--- src/rtl/counter_updown_mod_pkg.sv ---
// Shared definitions for the modulo up/down counter: mode constants and the
// single-step next-value helper used by the counter datapath.
package counter_pkg;

  localparam int CNT_WRAP = 0;
  localparam int CNT_SAT  = 1;

  // Widest counter the helper supports. Arithmetic is carried out one bit
  // wider so that MAX_VAL = 2**WIDTH-1 never wraps silently.
  localparam int CNT_MAXW = 32;

  // Boundary flag sits above the value so the value occupies the LSBs and a
  // plain size cast of the whole result yields the next count.
  typedef struct packed {
    logic                boundary;
    logic [CNT_MAXW:0]   value;
  } next_count_t;

  function automatic next_count_t next_count(
    input logic [CNT_MAXW:0] cur,
    input logic              up,
    input logic [CNT_MAXW:0] max,
    input logic              sat
  );
    next_count_t res;
    res.boundary = 1'b0;
    res.value    = cur;
    if (up) begin
      if (cur == max) begin
        res.boundary = 1'b1;
        res.value    = sat ? max : '0;
      end else begin
        res.value = cur + {{CNT_MAXW{1'b0}}, 1'b1};
      end
    end else begin
      if (cur == '0) begin
        res.boundary = 1'b1;
        res.value    = sat ? '0 : max;
      end else begin
        res.value = cur - {{CNT_MAXW{1'b0}}, 1'b1};
      end
    end
    return res;
  endfunction

endpackage

--- src/rtl/counter_updown_mod.sv ---
// Parametrised modulo up/down counter with parallel load, terminal-count
// strobe and sticky overflow/underflow flags. Wrap or saturate at the ends.
module counter_updown_mod
  import counter_pkg::*;
#(
  parameter int WIDTH     = 3,
  parameter int MAX_VAL   = 7,
  parameter int RESET_VAL = 0,
  parameter int SAT_MODE  = CNT_WRAP
) (
  input  logic             Clk,
  input  logic             reset_n,
  input  logic             en,
  input  logic             up_dn,
  input  logic             load,
  input  logic [WIDTH-1:0] load_val,
  input  logic             clr_flags,
  output logic [WIDTH-1:0] count,
  output logic             tc,
  output logic             ovf,
  output logic             unf
);

  localparam logic [WIDTH:0]   MAX_EXT = (WIDTH+1)'(MAX_VAL);
  localparam logic [WIDTH-1:0] MAX_W   = WIDTH'(MAX_VAL);
  localparam logic [WIDTH-1:0] RST_W   = WIDTH'(RESET_VAL);
  localparam logic             SAT_EN  = (SAT_MODE != CNT_WRAP);

  // Reject configurations whose count range cannot be represented.
  if (WIDTH < 1 || WIDTH > CNT_MAXW) begin : g_bad_width
    $error("counter_updown_mod: WIDTH must be in 1..%0d", CNT_MAXW);
  end
  if (MAX_VAL < 0 || 64'(MAX_VAL) > ((64'(1) << WIDTH) - 64'(1))) begin : g_bad_max
    $error("counter_updown_mod: MAX_VAL does not fit in WIDTH bits");
  end
  if (RESET_VAL < 0 || RESET_VAL > MAX_VAL) begin : g_bad_reset
    $error("counter_updown_mod: RESET_VAL must be in 0..MAX_VAL");
  end

  logic [WIDTH-1:0] r_count;
  logic             r_ovf;
  logic             r_unf;
  logic [WIDTH-1:0] w_stepVal;
  logic [WIDTH-1:0] w_loadVal;

  assign w_stepVal = WIDTH'(next_count((CNT_MAXW+1)'({1'b0, r_count}), up_dn,
                                       (CNT_MAXW+1)'(MAX_VAL), SAT_EN));

  assign w_loadVal = ({1'b0, load_val} > MAX_EXT) ? MAX_W : load_val;

  assign tc = reset_n & en & ~load &
              ((up_dn & (r_count == MAX_W)) | (~up_dn & (r_count == '0)));

  assign count = r_count;
  assign ovf   = r_ovf;
  assign unf   = r_unf;

  // Count register: reset beats load, load beats counting, otherwise hold.
  always_ff @(posedge Clk) begin
    if (!reset_n) begin
      r_count <= RST_W;
    end else if (load) begin
      r_count <= w_loadVal;
    end else if (en) begin
      r_count <= w_stepVal;
    end
  end

  // Sticky boundary flags: a boundary step sets, clr_flags clears, set wins.
  always_ff @(posedge Clk) begin
    if (!reset_n) begin
      r_ovf <= 1'b0;
      r_unf <= 1'b0;
    end else begin
      r_ovf <= (tc & up_dn)  | (r_ovf & ~clr_flags);
      r_unf <= (tc & ~up_dn) | (r_unf & ~clr_flags);
    end
  end

endmodule

--- config.mk ---
export PLATFORM = sky130hd
export DESIGN_NAME = counter_updown_mod
export DESIGN_NICKNAME = d
export VERILOG_FILES = /design/src/rtl/counter_updown_mod_pkg.sv /design/src/rtl/counter_updown_mod.sv
export SDC_FILE = /design/constraint.sdc
export NUM_CORES = 1
export LEC_CHECK = 0
export ABC_AREA = 0
export BUFFER_PORTS_ARGS = -buffer_cell sky130_fd_sc_hd__buf_2
export CAP_MARGIN = 30
export CORE_AREA = 3 3 40 42
export DETAILED_ROUTE_END_ITERATION = 8
export DIE_AREA = 0 0 43 45
export HOLD_SLACK_MARGIN = 0.06
export PLACE_DENSITY_LB_ADDON = 0.08
export SLEW_MARGIN = 20
export SYNTH_ARGS = -nofsm -noshare
export SYNTH_HDL_FRONTEND = slang
export SYNTH_SLANG_ARGS = --single-unit
export TNS_END_PERCENT = 20
--- constraint.sdc ---
create_clock -name Clk -period 3.4 [get_ports Clk]
set_input_delay 0.34 -clock Clk [delete_from_list [all_inputs] [get_ports Clk]]
set_output_delay 0.34 -clock Clk [all_outputs]
set_load 0.02 [all_outputs]
# Yosys cells after proc, flatten, opt, wreduce, memory -nomap -nowiden
# Cells that the tools add are included.
# word_totals
reg_bits	5
inputBits	9
word_cells	28
# classes
n_addsub	2
n_eq_ne	1
muxes	5
bitwise	15
reduce_logical	2
# op_table
operator	count
$mux 3	5
$and 1x1->1	9
$add 3x1->3 const B	1
$eq 3x3->1 const B	1
$logic_not 3->1	1
$not 1->1	3
$or 1x1->1	3
$sub 3x1->3 const B	1
$reduce_bool 2->1	1

# Longest topological paths before layout
# logic_depth
word_depth	6
ltp_mapped	5
ltp_nobuf	5

# Worst setup path before layout
# OpenSTA, ideal clock, no wires.
# synth_path
path_type	reg-to-output
startpoint	register r_count[0], in the netlist count[0]
endpoint	output tc
arrival_ns	1.415
required_ns	3.060
path_slack_ns	1.645
path_stages_with_launch	5
n_path_buf	0
path_cell_list	dfxtp_1 -> inv_1 -> ha_1 -> or3b_4 -> a21oi_1
# synth_between
elab_chain_cells	4
# synth_rtl
item	line_no	source
start, declared	counter_updown_mod.sv:40	logic [WIDTH-1:0] r_count;
start signal, assigned	counter_updown_mod.sv:63	r_count <= w_loadVal;
start signal, assigned	counter_updown_mod.sv:65	r_count <= w_stepVal;
$eq 3x3->1 / $logic_not 3->1 (equally long branches)	counter_updown_mod.sv:52	((up_dn & (r_count == MAX_W)) | (~up_dn & (r_count == '0)));
$and 1x1->1	counter_updown_mod.sv:52	
$or 1x1->1 *	counter_updown_mod.sv:52	
$and 1x1->1 *	counter_updown_mod.sv:51	assign tc = reset_n & en & ~load &
end, declared	counter_updown_mod.sv:19	output logic tc,
# Every way passes the cells marked *; elsewhere a longest branch is shown, timed or not.

# Final worst setup path
# Ends and elaborated chain as after synthesis.

==> run metrics <==
crit path DAT 1.57 ns; number of remaining DRC errors 0; Final nets 74; Syn Nets 55; area grow syn2layout 32.7%; Reg clk slew, reported paths 0.05 ns; Syn Inst Count 42; die area 1940 um^2; VDD IR max 0.185 mV; most frequent cells in the layout buf_2 (14), inv_1 (8), dfxtp_1 (5); number of global-route vias before repair 337; WL/cell 10.7 um; WHS 0.365 ns; Seq cells post-synth 5; DRT Wirelength 804 um; Yosys warnings 0; share of layout cells above drive strength 1 31.7%; Syn Area/Cell 8.37 um^2; CP max-delay cell or3b_4; synth unique cells 21; max_slew headroom 82.7%; Post-Place Worst Slack 1.72 ns; Setup violations, final 0; worst setup margin 1.49 ns; hpwl dp 675 um; power density cells 380 nW/um^2; Seq/Total Area, Yosys 28.5%; first-pass GRT wire length 1400 um; unrepaired setup endpoints after global routing false; Seq pwr share 37.2%; via count 361; Switching Share 29.3%; remaining antenna violation count 0; Vias/cell 4.81; Critical Path RT 3.06 ns; Max stage delay on crit path 0.40 ns; CP delay by family, top simple AND/OR/NAND/NOR gates; Post-CTS Setup Bufs 0; Final Cycle Share 56.1%; Worst Setup Path Type reg -> out; TritonCTS buffer count 3; CP Cell Sequence inv_1, ha_1, or3b_4, a21oi_1, buf_2; setup TNS 0 ns; grt total ovfl 0; largest net degree at the start of global routing 9; Final min period 1.91 ns; initial antenna violation count 0; post-CTS sizing 0; Fin Clk Skew 0.00733 ns; GRT Overall Usage 10.2%; RePlAce Congestion 0.769; MaxCap Viol Count 0; Pleak 0.226 nW; run status completed; Site Rows 13; Worst Hold Launch load_val[2]; htree depth 1; First DRT Iteration DRCs 3; worst r2r src count[0]; Hold Violations, Final 0; I/O Buffers 14; total I/O pin count 15; clk_lat worst skew 0.25 ns; Slew Viols, Final 0; critical path peak fanout 4; startpoint type of the worst setup path flip-flop; mapped cell area 352 um^2; hold_buf cts 0; Initial Util 27.4%; Pre-antenna DRT Iters 2; Final Util 36.3%; Longest Clk Path Bufs 2; Achievable Freq 524 MHz; Clock Sinks 5; combinational fraction of design power 23.2%; Die Wd 43 um; core footprint 1280 um^2; NetSw 0.0520 mW; P_int 0.125 mW; CP startpoint count[0]; cell area after layout 467 um^2; clock root cell clkbuf_4; most common cell after layout, fill and taps aside buf_2; Hold WC Path Type in -> reg; Antenna Cells 0; Area after DPL 440 um^2; Slew @ Worst Pin 0.256 ns; WP buf/inv 2; Clock power frac 39.6%; CTS tree built; Die Span Y 45 um; critical path endpoint category primary output
final timing paths:
path	to	slack, ns	cells after the start
worst max register to register	count[0]	1.86	5
worst max-delay path	tc	1.49	5
worst min register to register	count[1]	0.59	2
worst min-delay path	count[2]	0.36	3
through the flow:
step	instances	total power [mW]
after floorplan	42	0.0923
after global routing	75	0.191
after CTS	75	0.182
final	75	0.177
after detailed placement	71	0.108
after global placement	71	0.109
cells by family (layout without fill, tap and decap cells):
family                   after synthesis  count (layout)  share of synthesized area [%]
flip-flops                             5               5                           28.5
adder cells (fa/ha/maj)                4               4                           14.2
AND/OR/NAND/NOR                       12              12                           22.8
AO/OA/AOI/OAI                         13              13                           26.0
buffers and inverters                  8              26                           8.54
metal layers:
layer | global-route usage, % | wire length [um] | vias to the layer above
met1 | 12.3 | 373 | 160
met5 | 0 | 0 | -
met4 | 7.23 | 22 | 0
met2 | 14.7 | 341 | 12
met3 | 4.38 | 67 | 2
li1 | - | - | 187
worst register-to-register path, stage by stage, from the launching register on:
cell and delay (ns):
dfxtp_1 0.33, inv_1 0.11, ha_1 0.19, or3b_4 0.40
a221oi_2 0.23, o221a_1 0.21
power groups by stage:
stage	combinational (mW)	sequential [mW]	clock, mW
after detailed placement	0.0412	0.0672	0
after global routing	0.0466	0.0666	0.0773
final	0.0411	0.0661	0.0702
after global placement	0.0418	0.0673	0
after CTS	0.0414	0.0661	0.0747
after floorplan	0.0215	0.0707	0
synthesized netlist by cell type:
library cell	instances	area, um^2
inv_1	8	30.0
dfxtp_1	5	100
ha_1	4	50.1
nand3b_1	1	7.51
nor3b_1	1	7.51
o22ai_1	2	12.5
nand2_1	1	3.75
a21oi_1	4	20.0
and2_1	2	12.5
nor4_1	1	6.26
or2b_1	1	7.51
o221a_1	1	11.3
nor2b_1	1	6.26
nand3_1	1	5.00
or3b_4	1	11.3
o21ai_1	1	5.00
a221oi_2	1	15.0
o21ai_0	2	10.0
o2111ai_1	1	8.76
nand2b_1	2	12.5
o32ai_1	1	8.76
sequential cells by signal (all words and copies together) (netlist names):
register	count
unf	1
count	3
ovf	1
final cells by class:
type / instances / area, um^2
inverters: 8 / 30.0
clock buffers: 4 / 26.3
fillers: 150 / 818
repair buffers: 14 / 70.1
flip-flops and latches: 5 / 100
well taps: 15 / 18.8
multi-input cells: 29 / 221
Note: power is estimated with default switching activity, not from simulation.
